**src/rtl/reg_wb_ctrl.sv**
```systemverilog
// Writeback controller: arbitrates ALU results against a small FIFO of
// memory results for the single register-file write port, tracks pending
// destination registers, and keeps the FIFO from starving under ALU load.
module reg_wb_ctrl #(
    parameter int DEPTH      = 2,
    parameter int STARVE_LIM = 4
) (
    input  logic        clk_w_i,
    input  logic        res_w_i_l,
    input  logic        alu_vld_w_i,
    output logic        alu_rdy_w_o,
    input  logic [4:0]  alu_rd_w_i,
    input  logic [31:0] alu_data_w_i,
    input  logic        mem_vld_w_i,
    output logic        mem_rdy_w_o,
    input  logic [4:0]  mem_rd_w_i,
    input  logic [31:0] mem_data_w_i,
    input  logic        issue_vld_w_i,
    input  logic [4:0]  issue_rd_w_i,
    output logic [31:0] pend_w_o,
    output logic        reg_wr_flag_w_o,
    output logic [4:0]  wr_reg_w_o,
    output logic [31:0] wr_data_w_o
);

    localparam int PTR_W = (DEPTH > 1) ? $clog2(DEPTH) : 1;
    localparam int CNT_W = $clog2(DEPTH + 1);
    localparam int STV_W = (STARVE_LIM > 0) ? $clog2(STARVE_LIM + 1) : 1;

    // FIFO storage; DEPTH is a power of two so pointers wrap naturally
    logic [4:0]  fifo_rd_q   [DEPTH];
    logic [31:0] fifo_data_q [DEPTH];

    logic [PTR_W-1:0] wr_ptr_q, wr_ptr_d;
    logic [PTR_W-1:0] rd_ptr_q, rd_ptr_d;
    logic [CNT_W-1:0] count_q, count_d;
    logic [STV_W-1:0] starve_q, starve_d;
    logic [31:0]      pend_q, pend_d;
    logic             flag_q, flag_d;
    logic [4:0]       wr_reg_q, wr_reg_d;
    logic [31:0]      wr_data_q, wr_data_d;

    logic        fifo_full, fifo_empty, force_fifo;
    logic        alu_grant, pop, push, win_vld;
    logic [4:0]  win_rd;
    logic [31:0] win_data;
    logic [31:0] set_vec, clr_vec;

    assign fifo_full  = (count_q == CNT_W'(DEPTH));
    assign fifo_empty = (count_q == '0);
    // Once the ALU has held the port STARVE_LIM times against a full FIFO,
    // the FIFO head takes the next slot.
    assign force_fifo = fifo_full && (starve_q == STV_W'(STARVE_LIM));

    assign alu_rdy_w_o = !force_fifo;
    assign mem_rdy_w_o = !fifo_full;

    assign alu_grant = alu_vld_w_i && !force_fifo;
    assign pop       = !alu_grant && !fifo_empty;
    assign push      = mem_vld_w_i && mem_rdy_w_o;
    assign win_vld   = alu_grant || pop;
    assign win_rd    = alu_grant ? alu_rd_w_i   : fifo_rd_q[rd_ptr_q];
    assign win_data  = alu_grant ? alu_data_w_i : fifo_data_q[rd_ptr_q];

    assign set_vec = (issue_vld_w_i && (issue_rd_w_i != 5'd0)) ? (32'd1 << issue_rd_w_i) : 32'd0;
    assign clr_vec = win_vld ? (32'd1 << win_rd) : 32'd0;

    assign pend_w_o        = pend_q;
    assign reg_wr_flag_w_o = flag_q;
    assign wr_reg_w_o      = wr_reg_q;
    assign wr_data_w_o     = wr_data_q;

    // Next-state logic for FIFO bookkeeping, starvation, scoreboard and write port
    always_comb begin
        wr_ptr_d  = wr_ptr_q;
        rd_ptr_d  = rd_ptr_q;
        count_d   = count_q;
        starve_d  = starve_q;
        flag_d    = 1'b0;
        wr_reg_d  = wr_reg_q;
        wr_data_d = wr_data_q;

        if (push) wr_ptr_d = wr_ptr_q + 1'b1;
        if (pop)  rd_ptr_d = rd_ptr_q + 1'b1;
        case ({push, pop})
            2'b10:   count_d = count_q + 1'b1;
            2'b01:   count_d = count_q - 1'b1;
            default: count_d = count_q;
        endcase

        if (pop || !fifo_full)
            starve_d = '0;
        else if (alu_grant && (starve_q != STV_W'(STARVE_LIM)))
            starve_d = starve_q + 1'b1;

        // A later issue to the same register must survive this cycle's clear
        pend_d    = (pend_q & ~clr_vec) | set_vec;
        pend_d[0] = 1'b0;

        // x0 winners are consumed silently; the write port holds its last value
        if (win_vld && (win_rd != 5'd0)) begin
            flag_d    = 1'b1;
            wr_reg_d  = win_rd;
            wr_data_d = win_data;
        end
    end

    // Control and output registers with asynchronous clear
    always_ff @(posedge clk_w_i or negedge res_w_i_l) begin
        if (!res_w_i_l) begin
            wr_ptr_q  <= '0;
            rd_ptr_q  <= '0;
            count_q   <= '0;
            starve_q  <= '0;
            pend_q    <= '0;
            flag_q    <= 1'b0;
            wr_reg_q  <= '0;
            wr_data_q <= '0;
        end else begin
            wr_ptr_q  <= wr_ptr_d;
            rd_ptr_q  <= rd_ptr_d;
            count_q   <= count_d;
            starve_q  <= starve_d;
            pend_q    <= pend_d;
            flag_q    <= flag_d;
            wr_reg_q  <= wr_reg_d;
            wr_data_q <= wr_data_d;
        end
    end

    // FIFO payload write; contents are don't-care until counted as occupied
    always_ff @(posedge clk_w_i) begin
        if (push) begin
            fifo_rd_q[wr_ptr_q]   <= mem_rd_w_i;
            fifo_data_q[wr_ptr_q] <= mem_data_w_i;
        end
    end

endmodule

```
**config.mk**
```make
export PLATFORM = sky130hd
export DESIGN_NAME = reg_wb_ctrl
export DESIGN_NICKNAME = d
export VERILOG_FILES = /design/src/rtl/reg_wb_ctrl.sv
export SDC_FILE = /design/constraint.sdc
export NUM_CORES = 1
export LEC_CHECK = 0
export ABC_AREA = 1
export ABC_CLOCK_PERIOD_IN_PS = 6750
export CAP_MARGIN = 10
export CELL_PAD_IN_SITES_DETAIL_PLACEMENT = 2
export CELL_PAD_IN_SITES_GLOBAL_PLACEMENT = 2
export CORE_AREA = 2 2 150 138
export CTS_BUF_LIST = sky130_fd_sc_hd__clkbuf_2
export DETAILED_ROUTE_END_ITERATION = 10
export DIE_AREA = 0 0 152 140
export GPL_ROUTABILITY_DRIVEN = 0
export PLACE_DENSITY_LB_ADDON = 0.12
export RECOVER_POWER = 25
export SLEW_MARGIN = 15
export SYNTH_ARGS = -nofsm -noshare
export SYNTH_HDL_FRONTEND = slang
export SYNTH_SLANG_ARGS = --single-unit
export TNS_END_PERCENT = 1
```
**constraint.sdc**
```tcl
create_clock -name clk_w_i -period 6.75 [get_ports clk_w_i]
set_input_delay 0.675 -clock clk_w_i [delete_from_list [all_inputs] [get_ports clk_w_i]]
set_output_delay 0.675 -clock clk_w_i [all_outputs]
set_load 0.01 [all_outputs]
```
* After elaboration in Yosys (flattened, before gate mapping) *
Memory sizes are Yosys's and may differ from the RTL's.
Index checks and enable logic that the tools add are counted.
Widths: inputs -> output; s select.

storage, ports and cells
  register bits = 76
  memory bits (writable) = 74
  input port bits = 84
  output and inout bits = 72
  memories = 2

memory list
  name         depth  bits a word  read ports  clocked after memory_dff  write ports  RTL line  source
  fifo_data_q  2      32           1           0                         1            32        logic [31:0] fifo_data_q [DEPTH];
  fifo_rd_q    2      5            1           0                         1            31        logic [4:0] fifo_rd_q [DEPTH];

cells by class
  add/subtract/negate cells = 5
  equality and inequality tests = 5
  shift operators = 2
  mux-type cells = 10
  bitwise logic cells = 3
  reduce and logical (&&, ||, !) cells = 18

operators by type and width
  operator              count
  $mux 32               3
  $shl 1x5->32 const A  2
  $and 32x32->32        1
  $not 32->32           1
  $or 32x32->32         1
  $reduce_bool 5->1     2
  $logic_and 1x1->1     7
  $mux 3                2
  $mux 5                1
  $eq 2x2->1 const B    2
  $logic_not 1->1       4
  $pmux 2 s2            1
  $reduce_bool 2->1     2
  $add 3x1->3 const B   1
  $eq 3x3->1 const B    1
  $mux 1                3
  $ne 3x3->1 const B    1
  $add 1x1->1 const B   2
  $add 2x1->2 const B   1
  $eq 2x1->1 const B    1
  $logic_not 2->1       1
  $logic_or 1x1->1      2
  $sub 2x1->2 const B   1

* Logic depth before layout (Yosys ltp) *
  depth in word-level cells = 11
  mapped depth = 16
  depth with buffers taken out = 13

* Worst setup path after synthesis *
OpenSTA, ideal clock, no wires.

  path type = input to register
  start = input port mem_vld_w_i
  end = memory fifo_data_q[1][0], enable pin
  library setup time = 0.433 ns
  data arrival time = 2.351 ns
  path slack = 3.966 ns
  stages = 2
  path through = nand2_1 > nor2_1

on the way
  cells in the longest elaborated chain, start to end = 3

RTL lines
  element                       RTL line  source
  start, declared               14        input logic mem_vld_w_i,
  $logic_and 1x1->1             60        assign push = mem_vld_w_i && mem_rdy_w_o;
  $mux 1                        133       if (push) begin
  $mux 1 (implied by the code)  135       fifo_data_q[wr_ptr_q] <= mem_data_w_i;
  end, declared                 32

Every way passes these cells.

==> flow_summary_export.csv <==
group,metric,value,unit
placement,io_buffers,154,
finish,fin_nets,897,
power,p_leak,3.56,nW
finish,areaGrowthSynthToFinish,30.0,%
hold_path,hold_depth,1,
cts,cts_buffers,17,
setup_path,required,6.30,ns
synthesis,synthFlopType,"dfrtp_1",
floorplan,ioPinCount,156,
cts,htree_levels,4,
synthesis,yosys_warnings,0,
cts,insertion_delay,0.73,ns
setup_path,path_class,"in -> async",
synthesis,yosys.area_share.simple,27.9,%
sta,worst_slew_pin_slew,4.35,ns
global_routing,grt_pass1_wl,33.3,mm
drt,drc,0,
synthesis,synth-compound-area-share,3.63,%
setup_path,cp-end-kind,"async pin",
floorplan,die_x,152,µm
global_routing,grt_max_degree,77,
finish,drive_gt1_share,8.38,%
cts,cts.hold.buffers_added,0,
cts,tritoncts,"built",
outcome,violations,"capacitance limit, slew limit",
cts,cts_max_path_buffers,2,
sta,max_freq,242,MHz
floorplan,start_util,33.5,%
sta,slew_headroom,-190,%
global_routing,first_global_vias,5984,
synthesis,synth_nets,760,
finish,post-route-util,43.5,%
placement,post-dp-hpwl,14.5,mm
synthesis,synth_area,6590,µm²
setup_path,cp_max_fo,76,
sta,hold_viol,0,
sta,slew_violations,77,
drt,drtAntennaViolNets,0,
cts,clk_pin_slew,0.22,ns
power,power.switching,1.32,mW
synthesis,synthDistinctLibCells,27,
global_routing,grt_overflow_total,0,
floorplan,die_y,140,µm
sta,setup_tns,0,ns
global_routing,antenna_found_initial,2,
power,pwr-share-clk,16.7,%
setup_path,crit_buf_inv,1,
setup_path,crit_path_cell_trace,"clkbuf_1",
sta,skew,0.0416,ns
synthesis,synth.avg_cell_area,9.79,µm²
global_routing,track_usage,20.1,%
synthesis,synth_seq_area_share,62.6,%
setup_path,crit_path_start_kind,"primary input",
sta,min_period_over_period,61.3,%
synthesis,ys_ff_latch,150,
synthesis,synth_top_family_by_area,"simple AND/OR/NAND/NOR gates",
sta,rsz0062_at_grt,"false",
power,power.internal,2.12,mW
power,switching_share,38.3,%
drt,drtPass1Iterations,4,
synthesis,synth_edf_count,74,
sta,min_period,4.14,ns
hold_path,hold_class,"reg -> reg",
synthesis,synthMuxAreaShare,0,%
power,comb_power_share,38.8,%
setup_path,crit_cells,1,
drt,via_per_inst,5.02,
sta,setup_viol,0,
setup_path,r2r_slack,3.42,ns
synthesis,synth_xor_area_share,0.532,%
setup_path,critPathTopFamily,"buffers and inverters",
synthesis,synth_fa_ha_area_share,0.570,%
setup_path,worst_path_largest_cell_delay,2.98,ns
power,peakVddDrop,140,µV
setup_path,crit_path_top_delay_cell,"clkbuf_1",
outcome,outcome,"finished with violations",
drt,routed_wl,20.9,mm
synthesis,syn_inst,673,
cts,cts_resized,0,
power,seqPwrFrac,44.5,%
cts,post_cts_buffers,0,
floorplan,rows,49,
setup_path,reg2reg_depth,9,
drt,initialDrtViolationCount,284,
synthesis,async_reset_ff_share,50.7,%
drt,routedWlPerCell,19.4,µm
floorplan,dieArea,21300,µm²
floorplan,core,19700,µm²
setup_path,worstPathArrival,3.69,ns
job,maxCapViolCount,1,
drt,num_vias,5417,
cts,cts-root-buf,"clkbuf_2",
power,power-per-cell-area,402,nW/µm²
cts,cts_sinks,150,
[state kept, by name, summed over array words and instances (netlist names)]
register and cells:
reg_wr_flag_w_o 1, fifo_rd_q 10, wr_ptr_q 1, fifo_data_q 64
count_q 2, pend_w_o 31, wr_reg_w_o 5, starve_q 3
wr_data_w_o 32, rd_ptr_q 1
[power by group through the flow]
stage | Sequential (mW) | Clock, mW | Combinational (mW)
floorplan | 1.55 | 0 | 0.610
detailed placement | 1.56 | 0 | 1.36
CTS | 1.54 | 0.597 | 1.36
global route | 1.57 | 0.633 | 1.48
finish | 1.53 | 0.576 | 1.33
global placement | 1.54 | 0 | 1.30
[layout by cell type (no fill, tap or decap), types with 3 or more instances in the layout]
master / count
inv_1: 20
nand2_1: 203
dlygate4sd3_1: 37
inv_2: 5
nand3_1: 120
clkdlybuf4s50_1: 116
clkbuf_2: 18
o21ai_0: 4
nand3_2: 11
nor3_1: 5
a31oi_1: 32
dfrtp_1: 75
edfxtp_1: 74
nor2_1: 53
clkinvlp_4: 3
nand2_2: 7
nand2_4: 3
clkinv_2: 3
nor2_4: 4
buf_4: 3
ha_1: 3
bufinv_16: 4
nor2_2: 3
[cells in the mapped netlist, types with 5 or more instances]
master      n  area (µm²)
a31oi_1    32         200
buf_2      16        80.1
clkbuf_1   17        63.8
dfrtp_1    76        1900
edfxtp_1   74        2220
inv_1      20        75.1
inv_2       5        18.8
nand2_1   204         766
nand2_2     6        37.5
nand3_1   120         601
nand3_2    11         110
nor2_1     55         206
nor3_1      5        25.0
[through the flow]
stage	hold WS (ns)	cell area, µm²	power (mW)	worst slack [ns]	instances
global route	0.481	8560	3.69	1.80	1079
detailed placement	0.468	8270	2.92	3.18	1045
global placement	0.447	8270	2.84	3.33	1045
floorplan	0.379	6590	2.16	3.97	673
CTS	0.0721	8540	3.50	3.31	1077
finish	0.497	8560	3.44	2.61	1080
[area by class of cell]
class,count,area (µm²)
inverters,25,93.8
fillers,2069,11100
clock inverters,14,183
multi-input cells,458,2170
clock buffers,18,90.1
diodes,2,5.00
repair buffers,158,1580
well taps,255,319
flip-flops and latches,150,4130
[metal layers]
metal | global-route usage (%) | routed length, µm | up-vias
li1 | - | - | 2537
met1 | 25.7 | 9300 | 2754
met2 | 34.9 | 10600 | 118
met3 | 5.14 | 904 | 8
met4 | 3.84 | 127 | 0
met5 | 0 | 0 | -
[path summary, 6_finish.rpt]
| kind | start | end |
|---|---|---|
| max | res_w_i_l | rd_ptr_q |
| min | starve_q[0] | starve_q[0] |
| max reg2reg | rd_ptr_q | wr_data_w_o[12] |
| min reg2reg | starve_q[0] | starve_q[0] |
| max in group clk_w_i | rd_ptr_q | wr_data_w_o[12] |
| min in group asynchronous | res_w_i_l | pend_w_o[3] |
[cell families after synthesis]
family,after synthesis
buffers and inverters,65
adders and majority gates,3
xor gates and xnor gates,4
AOI/OAI and AO/OA,39
DFF,150
and+or+nand+nor,411
other,1
Power figures use the tool's default switching activity.
